### src/rtl/serial_adder_ctrl.sv
// Bit-serial ripple adder with a valid/ready operand port and a valid/ready result port.
// One full-adder slice is reused for WIDTH cycles, LSB first, then the result is held until taken.
module serial_adder_ctrl #(
    parameter int WIDTH = 8
) (
    input  logic             clk,
    input  logic             rst,
    input  logic             in_valid,
    output logic             in_ready,
    input  logic [WIDTH-1:0] a,
    input  logic [WIDTH-1:0] b,
    input  logic             cin,
    output logic             out_valid,
    input  logic             out_ready,
    output logic [WIDTH-1:0] sum,
    output logic             cout,
    output logic             busy
);

    localparam int CW = $clog2(WIDTH + 1);
    localparam logic [CW-1:0] LAST_CNT = CW'(WIDTH - 1);
    localparam logic [CW-1:0] CNT_ONE  = CW'(1'b1);

    typedef enum logic [1:0] {
        ST_IDLE = 2'd0,
        ST_RUN  = 2'd1,
        ST_DONE = 2'd2
    } state_t;

    function automatic logic fa_sum(input logic x, input logic y, input logic c);
        return x ^ y ^ c;
    endfunction

    function automatic logic fa_carry(input logic x, input logic y, input logic c);
        return (x & y) | (y & c) | (c & x);
    endfunction

    state_t           state_r, state_nx_s;
    logic [WIDTH-1:0] a_sh_r, a_sh_nx_s;
    logic [WIDTH-1:0] b_sh_r, b_sh_nx_s;
    logic [WIDTH-1:0] acc_r, acc_nx_s;
    logic [WIDTH-1:0] sum_r, sum_nx_s;
    logic             cout_r, cout_nx_s;
    logic             carry_r, carry_nx_s;
    logic [CW-1:0]    cnt_r, cnt_nx_s;
    logic             in_ready_r, out_valid_r, busy_r;
    logic             fa_s_s, fa_c_s;
    logic             accept_s, handshake_s;

    assign accept_s    = in_valid && in_ready_r;
    assign handshake_s = out_valid_r && out_ready;
    assign fa_s_s      = fa_sum(a_sh_r[0], b_sh_r[0], carry_r);
    assign fa_c_s      = fa_carry(a_sh_r[0], b_sh_r[0], carry_r);

    // Next-state and datapath next values; operand registers shift right so bit 0 is always the current bit
    always_comb begin
        state_nx_s = state_r;
        a_sh_nx_s  = a_sh_r;
        b_sh_nx_s  = b_sh_r;
        acc_nx_s   = acc_r;
        sum_nx_s   = sum_r;
        cout_nx_s  = cout_r;
        carry_nx_s = carry_r;
        cnt_nx_s   = cnt_r;
        case (state_r)
            ST_IDLE: begin
                if (accept_s) begin
                    state_nx_s = ST_RUN;
                    a_sh_nx_s  = a;
                    b_sh_nx_s  = b;
                    acc_nx_s   = '0;
                    carry_nx_s = cin;
                    cnt_nx_s   = '0;
                end else begin
                    state_nx_s = ST_IDLE;
                end
            end
            ST_RUN: begin
                // Sum bit enters at the MSB so the bit from step i lands at position i after WIDTH steps
                a_sh_nx_s  = a_sh_r >> 1'b1;
                b_sh_nx_s  = b_sh_r >> 1'b1;
                acc_nx_s   = acc_r >> 1'b1;
                acc_nx_s[WIDTH-1] = fa_s_s;
                carry_nx_s = fa_c_s;
                cnt_nx_s   = cnt_r + CNT_ONE;
                if (cnt_r == LAST_CNT) begin
                    state_nx_s = ST_DONE;
                    sum_nx_s   = acc_nx_s;
                    cout_nx_s  = fa_c_s;
                end else begin
                    state_nx_s = ST_RUN;
                end
            end
            ST_DONE: begin
                if (handshake_s) begin
                    state_nx_s = ST_IDLE;
                end else begin
                    state_nx_s = ST_DONE;
                end
            end
            default: begin
                state_nx_s = ST_IDLE;
            end
        endcase
    end

    // State, datapath and registered status outputs
    always_ff @(posedge clk) begin
        if (rst) begin
            state_r     <= ST_IDLE;
            a_sh_r      <= '0;
            b_sh_r      <= '0;
            acc_r       <= '0;
            sum_r       <= '0;
            cout_r      <= 1'b0;
            carry_r     <= 1'b0;
            cnt_r       <= '0;
            in_ready_r  <= 1'b1;
            out_valid_r <= 1'b0;
            busy_r      <= 1'b0;
        end else begin
            state_r     <= state_nx_s;
            a_sh_r      <= a_sh_nx_s;
            b_sh_r      <= b_sh_nx_s;
            acc_r       <= acc_nx_s;
            sum_r       <= sum_nx_s;
            cout_r      <= cout_nx_s;
            carry_r     <= carry_nx_s;
            cnt_r       <= cnt_nx_s;
            in_ready_r  <= (state_nx_s == ST_IDLE);
            out_valid_r <= (state_nx_s == ST_DONE);
            busy_r      <= (state_nx_s != ST_IDLE);
        end
    end

    assign in_ready  = in_ready_r;
    assign out_valid = out_valid_r;
    assign busy      = busy_r;
    assign sum       = sum_r;
    assign cout      = cout_r;

endmodule

### config.mk
export PLATFORM = sky130hd
export DESIGN_NAME = serial_adder_ctrl
export DESIGN_NICKNAME = d
export VERILOG_FILES = /design/src/rtl/serial_adder_ctrl.sv
export SDC_FILE = /design/constraint.sdc
export NUM_CORES = 1
export LEC_CHECK = 0
export ABC_CLOCK_PERIOD_IN_PS = 1450
export CORE_MARGIN = 4
export CORE_UTILIZATION = 43
export CTS_BUF_LIST = sky130_fd_sc_hd__clkbuf_8
export CTS_CLUSTER_SIZE = 16
export DETAILED_ROUTE_END_ITERATION = 8
export PLACE_DENSITY = 0.74
export SYNTH_ARGS = -nofsm -noshare
export SYNTH_HDL_FRONTEND = slang
export SYNTH_SLANG_ARGS = --single-unit
### constraint.sdc
create_clock -name clk -period 1.45 [get_ports clk]
set_input_delay 0.145 -clock clk [delete_from_list [all_inputs] [get_ports clk]]
set_output_delay 0.145 -clock clk [all_outputs]
set_load 0.05 [all_outputs]
==> impl_metrics.env <==
export IMPL_status="complete, no violations"
export IMPL_cp_start_kind="flip-flop"
export IMPL_via_per_inst=5.24
export IMPL_ys_types=29
export IMPL_nets=262
export IMPL_setup_viol=0
export IMPL_die_area_um2=5360
export IMPL_overflow=0
export IMPL_syn_area_per_cell_um2=8.70
export IMPL_cts_sinks=42
export IMPL_remaining_drc_errors=0
export IMPL_synth_nets=233
export IMPL_maxCapViolCount=0
export IMPL_fmax_ghz=0.769
export IMPL_via_count=1519
export IMPL_io_buffer_count=32
export IMPL_die_width_um=73.2
export IMPL_min_period_over_period_pct=89.6
export IMPL_multi_input_area_um2=890
export IMPL_grt_antenna_before_repair=0
export IMPL_p_leak_nw=0.834
export IMPL_final_setup_worst_slack_ps=150
export IMPL_critical_path_class="flip-flop to flip-flop"
export IMPL_stdcell_area_um2=2320
export IMPL_die_h_um=73.2
export IMPL_crit_chain="ha_1 > nand3b_1 > or2_1 > a21oi_1"
export IMPL_gp_congestion=0.721
export IMPL_required_ps=1680
export IMPL_placedCellCount=282
export IMPL_clock_latency_ps=300
export IMPL_final_hold_viol_count=0
export IMPL_drt_wl_total_mm=3.74
export IMPL_holdBufCountCts=0
export IMPL_tightest_slew_ps=375
export IMPL_cts_tree="built"
export IMPL_critPathCaptureType="flip-flop"
export IMPL_first_pass_iters=4
export IMPL_insertedDiodeCount=0
export IMPL_grt_pass1_wl_mm=6.53
export IMPL_final_cell_count_no_fill=290
export IMPL_finalSetupTns_ps=0
export IMPL_pre_cts_ws_ps=-7.86
export IMPL_ys_warn_count=0
export IMPL_holdWs_ps=221
export IMPL_synth_top_area_share_pct=46.0
export IMPL_grt_pass1_vias=1477
export IMPL_finalCriticalPeriod_ps=1300
export IMPL_n_fill_cell=365
export IMPL_pin_count=33
export IMPL_core_area_um2=4060
export IMPL_cts_buffers=5
export IMPL_cts_buffer_depth=2
export IMPL_crit_slowest_cell="dfxtp_1"
export IMPL_slew_violations=0
export IMPL_cts_max_level=2
export IMPL_initial_core_util_pct=45.0
export IMPL_vdd_drop_max_uv=589
export IMPL_finClkSkew_ps=9.80
export IMPL_drt_antenna_violating_nets=0
export IMPL_power_density_nw_per_um2=1140
export IMPL_cp_arrival_ps=1530
export IMPL_wl_per_cell_um=12.9
export IMPL_rows=23
export IMPL_cts_root_buf="clkbuf_8"
export IMPL_dp_hpwl_mm=2.48
export IMPL_place_area_um2=2200
export IMPL_yosysTopAreaCell="dfxtp_1"
export IMPL_synth_seq_cells=42
export IMPL_crit_path_max_incr_delay_ps=380
export IMPL_drtIter0Drc=64
export IMPL_crit_buf_inv=0
export IMPL_cp_max_fo=11
export IMPL_area_growth_syn_to_layout_pct=27.0
export IMPL_syn_area_um2=1830
export IMPL_clk_pin_slew_ps=90
export IMPL_hold_path_class="primary input to flip-flop"
export IMPL_ys_seq_area_share_pct=46.0
export IMPL_ys_top_cells_by_area="dfxtp_1 46%, o21ai_1 4.9%, nand3_1 4.7%"
export IMPL_grt_max_degree=31
export IMPL_synthCells=210
export IMPL_drive_above_1_share_pct=20.0
export IMPL_regArea_um2=843
export IMPL_grt_usage_pct=15.8
export IMPL_crit_family="simple AND/OR/NAND/NOR gates"
export IMPL_slew_limit_headroom_pct=75.0
-- where the power goes --
group          total, W  leakage, nW  internal [W]  switching [W]
registers       0.00127        0.343       0.00122      0.0000447
logic          0.000456        0.441      0.000214       0.000242
clock network  0.000926       0.0504      0.000512       0.000414
-- cells in the final DEF (no fill, tap or decap) --
cell type,n
o41ai_2,1
o211ai_1,1
nor2b_1,10
a211oi_1,1
or2_1,1
buf_4,18
clkdlybuf4s50_1,19
nand2_1,12
dfxtp_2,2
a21oi_1,15
nand3_1,17
o21ai_1,18
ha_1,1
fa_1,1
nand3b_1,2
nor2b_2,1
bufinv_16,1
o21a_1,1
a22oi_2,5
a31o_1,1
clkinvlp_4,2
nor4_2,2
nor3_1,10
nand4bb_1,1
dfxtp_1,40
nor4_1,8
buf_2,1
nand2b_1,11
clkbuf_8,5
nor2_1,21
a21oi_2,5
a31oi_1,1
buf_12,4
nor4bb_4,1
-- per-stage QoR --
step | util [%] | power [W]
after CTS | 57.1 | 0.00269
after detailed placement | 54.3 | 0.00175
after floorplan | - | 0.00158
after global placement | 54.3 | 0.00174
final | 57.2 | 0.00265
after global routing | 57.2 | 0.00278
-- layout make-up --
class / instances / share of cell area (%)
repair buffers: 42 / 17.7
well taps: 50 / 2.70
flip-flops and latches: 42 / 36.4
clock buffers: 5 / 2.97
clock inverters: 3 / 1.94
multi-input cells: 148 / 38.3
-- cells by family (layout without fill, tap and decap cells) --
kind of cell | count (synthesis) | in the layout | share of synthesized area (%)
simple gates | 97 | 97 | 28.2
compound gates | 49 | 49 | 17.8
flops | 42 | 42 | 46.0
buf+inv | 20 | 50 | 6.23
fa+ha+maj | 2 | 2 | 1.78
-- final timing paths --
| check | cells after the start | slack [ps] | endpoint | from |
|---|---|---|---|---|
| hold / removal | 2 | 220 | state_r[0] | rst |
| hold reg to reg | 2 | 460 | sum[0] | acc_r[1] |
| setup / recovery | 4 | 150 | state_r[1] | cnt_r[0] |
| setup reg to reg | 4 | 150 | state_r[1] | cnt_r[0] |
-- flip-flops by register name, summed over array words and instances, names as in the netlist --
| register | count |
|---|---|
| a_sh_r | 8 |
| acc_r | 7 |
| b_sh_r | 8 |
| busy | 1 |
| carry_r | 1 |
| cnt_r | 4 |
| cout | 1 |
| in_ready | 1 |
| out_valid | 1 |
| state_r | 2 |
| sum | 8 |
-- routing by layer --
metal / global-route usage [%] / part of all wire (%)
met1: 18.3 / 44
met2: 26.5 / 48
met3: 4.82 / 6.2
met4: 7.38 / 1.8
met5: 0 / 0
-- worst reg2reg max path, cell delays in order (launching register included) --
cell,delay [ps]
dfxtp_1,380
ha_1,200
nand3b_1,100
or2_1,360
a21oi_1,190
-- timing repair --
item	in CTS	in global routing
setup endpoints to repair	0	3
buffers inserted	0	0
gates resized for setup	0	1
-- Yosys cell counts --
cell / number
clkbuf_1: 3
nor4_2: 2
nor4_1: 8
buf_2: 13
nor3_1: 10
or2_1: 1
a21oi_2: 5
nand3b_1: 2
buf_6: 2
a211oi_1: 1
dfxtp_1: 42
fa_1: 1
a22oi_2: 5
nor2b_1: 11
buf_4: 2
nand2b_1: 11
a31oi_1: 1
a31o_1: 1
a21oi_1: 15
ha_1: 1
nand4bb_1: 1
nor2_1: 21
nand2_1: 12
nand3_1: 17
o21ai_1: 18
nor4bb_1: 1
o21a_1: 1
o41ai_2: 1
o211ai_1: 1
No activity file was read; power rests on OpenSTA's default activity.
==> RTL edit 1, RTL diff (config.mk and constraints unchanged) <==
Encoding of `state_t`: now one-hot (3 bits for 3 states).
--- a/src/rtl/serial_adder_ctrl.sv
+++ b/src/rtl/serial_adder_ctrl.sv
@@ -22,8 +22,8 @@
     localparam logic [CW-1:0] CNT_ONE  = CW'(1'b1);
 
-    typedef enum logic [1:0] {
-        ST_IDLE = 2'd0,
-        ST_RUN  = 2'd1,
-        ST_DONE = 2'd2
+    typedef enum logic [2:0] {
+        ST_IDLE = 3'b001,
+        ST_RUN  = 3'b010,
+        ST_DONE = 3'b100
     } state_t;
 
Behaviour: same outputs for any inputs over 10 cycles, from zero or initial values and one cycle with rst high; not proved beyond that.
==> RTL edit 1 against the unedited design <==
  * Global-route usage up 1.4 points
  * Wire length rose by 13%
  * Via count is 11% higher
  * Synthesized area down 1.3%
  * Setup slack lost 0.075 ns
  * Maximum frequency is 5.4% lower
  * Hold slack gained 0.21 ns
  * Clock skew shrank 0.0075 ns
  * Critical path depth unchanged
  * Total power is 13% lower
  * Largest power group unchanged
  * Sequential cell count increased by 1
  * Design area fell by 0.11%
  * Final cell count down 1.7%
==> RTL edit 1: results (changes against the unedited design) <==
Worst hold path
  • Worst Hold Path Cells: 3 (+1)
  • Hold path endpoint: a_sh_r[7]
  • Hold wc startpoint: a[7]

Critical path
  • R2r endpoint: cnt_r[0]
  • Critical Path Fanout Max: 15 (+4)
  • FF-to-FF Start: state_r[1]
  • Slowest stage delay, CP: 0.42 ns (+0.04 ns)
  • Critical-path top delay cell: or3b_4
  • WP data arrival: 1.59 ns (+0.06 ns)
  • R2r setup slk: 0.08 ns (-0.07 ns)

Outcome
  • Status: complete, no violations

Global route
  • All-Layer GR Usage: 17.26% (+1.4 points)
  • Global Route met3 Usage: 3.719% (-1.1 points)
  • Met2 GRT Util: 27.05% (+0.54 points)
  • GR met1 Demand/Resource: 22.58% (+4.3 points)
  • Vias in the first global route: 1587 (+7.4%)
  • Global-route wire length before repair: 7120 um (+9.0%)
  • Largest net degree at the start of global routing: 34 (+9.7%)

Finish
  • Count of non-filler cells in the finished layout: 285 (-1.7%)
  • Share of cells above drive strength 1: 20.43% (+0.43 points)
  • Design area: 2317 um2 (-0.11%)
  • Antenna cells: 0 (unchanged)
  • Net count, final: 259 (-1.1%)
  • Fillers: 394 (+7.9%)

Placement
  • Post-Place Cells: 278 (-1.4%)
  • Worst slack, placed: 0.02457 ns (+0.03243 ns)
  • Dpl hpwl: 2902 um (+17%)
  • Routability Congestion: 0.7041 (-2.4%)
  • Placed cell area: 2217 um2 (+0.57%)

Timing
  • Rel. slew slack: 85.40% (+10 points)
  • Clk_skew: 0.002330 ns (-0.007467 ns)
  • Hold WS: 0.4312 ns (+0.2106 ns)

Drt
  • Met1 Wirelength: 1872 um (+13%)
  • DRT Wirelength: 4235 um (+13%)
  • Via count: 1691 (+11%)
  • Routed wl met2: 2033 um (+14%)
  • Met3 wire len: 243 um (+4.7%)
  • Starting DRT DRC Count: 135 (+110%)

Logic synthesis
  • Synth area leaders: dfxtp_1 (48%), a21oi_1 (11%), o211ai_1 (8.3%)
  • Syn nets: 221 (-5.2%)
  • List of most frequent post-synthesis cells: dfxtp_1 (43), a21oi_1 (38), o211ai_1 (20)
  • Post-synthesis sequential area ratio: 47.74% (+1.7 points)
  • Syn Inst Count: 198 (-5.7%)
  • Ys Warns: 0 (unchanged)
  • Ys async rst share: 0% (unchanged)
  • Netlist cell types: 31 (+6.9%)

CTS
  • Clock transition at the registers of the reported paths: 0.07 ns (-0.02 ns)
  • Inserted Clock Buffers: 5 (unchanged)

Power
  • Sw Pwr: 593.3 uW (-15%)
  • Total power: 2316 uW (-13%)
  • Pleak: 0.0007981 uW (-4.3%)
  • Combinational fraction of design power: 15.9% (-1.3 points)
  • Worst VDD drop: 0.5392 mV (-8.5%)
RTL edit 1: cell types whose count changed after synthesis, moves of 10 or more:
cell	change
clkbuf_1	+12
a21oi_1	+23
nor2b_1	-11
o211ai_1	+19
nor2_1	-20
o21ai_1	-17
nor3_1	-10
buf_2	-12
RTL edit 1: kinds of logic after synthesis:
family                     share of synthesized area (%)
adders and majority gates                          1.804
AOI/OAI and AO/OA                                  33.66
DFF                                                47.74
and+or+nand+nor                                    10.48
buffers and inverters                              6.315
RTL edit 1: what timing repair did:
item	in CTS	in global routing
endpoints found under the setup margin	1	15
resized for setup	1	5
hold endpoints to repair	0	0
pin swaps	0	1
setup buffers	0	1
RTL edit 1: area by class of cell:
cell class / count / area share, %
multi-input cells: 127 / 36.29
inverters: 9 / 1.458
flip-flops and latches: 43 / 37.20
clock buffers: 5 / 2.970
repair buffers: 50 / 19.22
well taps: 50 / 2.700
clock inverters: 1 / 0.1620
RTL edit 1: worst register-to-register path, delay by kind of cell (launching register included):
kind / cells / cell delay (ns)
and+or+nand+nor: 2 / 0.71
DFF: 1 / 0.33
buffers and inverters: 1 / 0.17
AOI/OAI and AO/OA: 1 / 0.09
RTL edit 1: worst max-delay path by stage:
stage / start / endpoint / slack (ns) / cells after the start
after floorplan: state_r[2] / sum[1] / 0.08 / 5
after global placement: state_r[2] / cnt_r[0] / 0.04 / 4
after detailed placement: state_r[2] / cnt_r[0] / 0.02 / 4
after CTS: state_r[1] / cnt_r[0] / 0.03 / 4
after global routing: state_r[1] / cnt_r[0] / 0.002 / 4
final: state_r[1] / cnt_r[0] / 0.08 / 4
==> RTL edit 2, RTL diff (same settings) <==
Without the edit above. Change the parameter `WIDTH` from 8 to 16.
--- a/src/rtl/serial_adder_ctrl.sv
+++ b/src/rtl/serial_adder_ctrl.sv
@@ -2,5 +2,5 @@
 // One full-adder slice is reused for WIDTH cycles, LSB first, then the result is held until taken.
 module serial_adder_ctrl #(
-    parameter int WIDTH = 8
+    parameter int WIDTH = 16
 ) (
     input  logic             clk,
Interface: changed (resized a, b and sum); port bits go from 33 to 57. No check against the original RTL was run, so the function may have changed too.
==> RTL edit 2 against the unedited design <==
  * The run now ends with setup timing left
  * Final cell count up 65%
  * Largest power group unchanged
  * Clock power increased by 86%
  * Total power up 79%
  * Design area rose by 88%
  * Synthesized area increased by 77%
  * Sequential cell count is 33 higher
  * Clock skew down 0.0029 ns
  * Global-route usage up 0.51 points
  * Setup slack got worse by 0.27 ns
  * Critical path type unchanged
  * Wire length grew 93%
==> RTL edit 2: results (changes against the unedited design) <==
Finish
  • Net count, final: 415 (+58%)
  • Share of cells above drive strength 1: 35.00% (+15 points)
  • Antenna cells: 0 (unchanged)
  • Count of non-filler cells in the finished layout: 479 (+65%)

Critical path
  • WP data arrival: 1.80 ns (+0.27 ns)
  • Critical Path Fanout Max: 3 (-8)

Global route
  • GRT overflow: 0 (unchanged)
  • Global-route wire length before repair: 11600 um (+78%)
  • Initial antenna violation count: 0 (unchanged)
  • Vias in the first global route: 2532 (+71%)
  • All-Layer GR Usage: 16.33% (+0.51 points)
  • Largest net degree at the start of global routing: 26 (-16%)

Drt
  • Number of vias per cell: 5.246 (+0.16%)
  • Drt pass-1 iters: 4 (unchanged)
  • DRT Wirelength: 7216 um (+93%)
  • Starting DRT DRC Count: 68 (+6.3%)

Logic synthesis
  • Synth area leaders: dfxtp_1 (46%), a211oi_2 (11%), mux2i_1 (9.3%)
  • Ys Warns: 0 (unchanged)
  • List of most frequent post-synthesis cells: dfxtp_1 (75), a21oi_1 (50), nand2_1 (33)
  • Netlist cell types: 39 (+34%)
  • Ys async rst share: 0% (unchanged)
  • Syn Inst Count: 305 (+45%)
  • Syn nets: 345 (+48%)
  • Post-synthesis sequential area ratio: 46.48% (+0.45 points)

CTS
  • CTS H-tree lvls: 3 (+1)
  • Worst-Skew Late Latency: 0.34 ns (+0.04 ns)
  • Inserted Clock Buffers: 9 (+4)
  • Clock Tree Root: clkbuf_8
  • Clock transition at the registers of the reported paths: 0.08 ns
  • CTS Buffer Depth: 2 (unchanged)

Outcome
  • Failing checks: setup timing
  • Status: finished, violations left

Placement
  • Routability Congestion: 0.7460 (+3.5%)
  • Post-Place Cells: 461 (+63%)
  • Number of buffers added on ports: 56 (+75%)
  • Dpl hpwl: 5064 um (+100%)

Timing
  • PnR worst setup slack: -0.1151 ns (-0.2656 ns)
  • Setup-failing EPs final: 21 (+21)
  • Final Max Tran Viols: 0 (unchanged)
  • Clk_skew: 0.006947 ns (-0.002850 ns)
  • Rel. slew slack: 65.20% (-9.8 points)

Power
  • Pleak: 0.001695 uW (+100%)
  • Pint: 3531 uW (+81%)
  • Worst VDD drop: 0.5465 mV (-7.2%)

Worst hold path
  • Tightest Hold Check Type: in -> reg
RTL edit 2: worst max-delay path: stages (launching register included):
cell       delay [ns]
dfxtp_2          0.34
ha_4             0.15
and3_4           0.17
ha_4             0.15
buf_4            0.13
a2111oi_4        0.31
o21ba_1          0.19
RTL edit 2: kinds of logic (layout without fill, tap and decap cells):
family,Yosys count,in the layout,share of synthesized area [%]
AO/OA/AOI/OAI,114,114,29.05
flip-flops,75,75,46.48
AND/OR/NAND/NOR,51,51,7.785
buffers and inverters,32,107,6.003
multiplexers,30,30,9.295
adder cells (fa/ha/maj),3,3,1.394
RTL edit 2: timing repair:
| item | CTS | global route |
|---|---|---|
| setup buffers | 0 | 1 |
| hold buffers | 0 | 0 |
| pin swaps | 1 | 7 |
| cloned | 0 | 1 |
| endpoints found under the setup margin | 36 | 22 |
| resized for setup | 8 | 15 |
RTL edit 2: area by class of cell:
type | count | area (um2)
fillers | 652 | 2935
multi-input cells | 198 | 1648
well taps | 99 | 123.9
clock buffers | 9 | 123.9
clock inverters | 7 | 92.59
inverters | 6 | 22.52
repair buffers | 85 | 839.6
flip-flops and latches | 75 | 1506
RTL edit 2: worst paths after layout:
| kind | from | end | slack, ns | depth (start not counted) |
|---|---|---|---|---|
| worst max-delay path | cnt_r[1] | in_ready | -0.12 | 6 |
| worst min-delay path | rst | sum[11] | 0.27 | 2 |
| worst max register to register | cnt_r[1] | in_ready | -0.12 | 6 |
| worst min register to register | sum[4] | sum[4] | 0.47 | 2 |
RTL edit 2: power by group through the flow:
stage               logic [uW]  registers [uW]  clock network (uW)
global route               837            2260                1860
CTS                        770            2250                1770
floorplan                  494            2290                   0
detailed placement         764            2290                   0
finish                     770            2240                1720
global placement           744            2290                   0
RTL edit 2: per-stage QoR:
step / worst slack (ns) / area, um2 / setup TNS (ns)
6_report: -0.1151 / 4357 / -1.184
5_1_grt: -0.1624 / 4357 / -2.635
4_1_cts: -0.07609 / 4270 / -0.7206
3_5_place_dp: -0.1040 / 4018 / -2.668
3_3_place_gp: -0.07264 / 4018 / -0.7612
2_1_floorplan: -0.02618 / 3272 / -0.02982
RTL edit 2: layer usage:
metal / part of all wire (%) / track usage, % / up-vias
met3: 4.3 / 3.267 / 9
li1: - / - / 1248
met4: 1.6 / 7.212 / 0
met5: 0 / 0 / -
met2: 51 / 27.19 / 52
met1: 43 / 20.41 / 1204
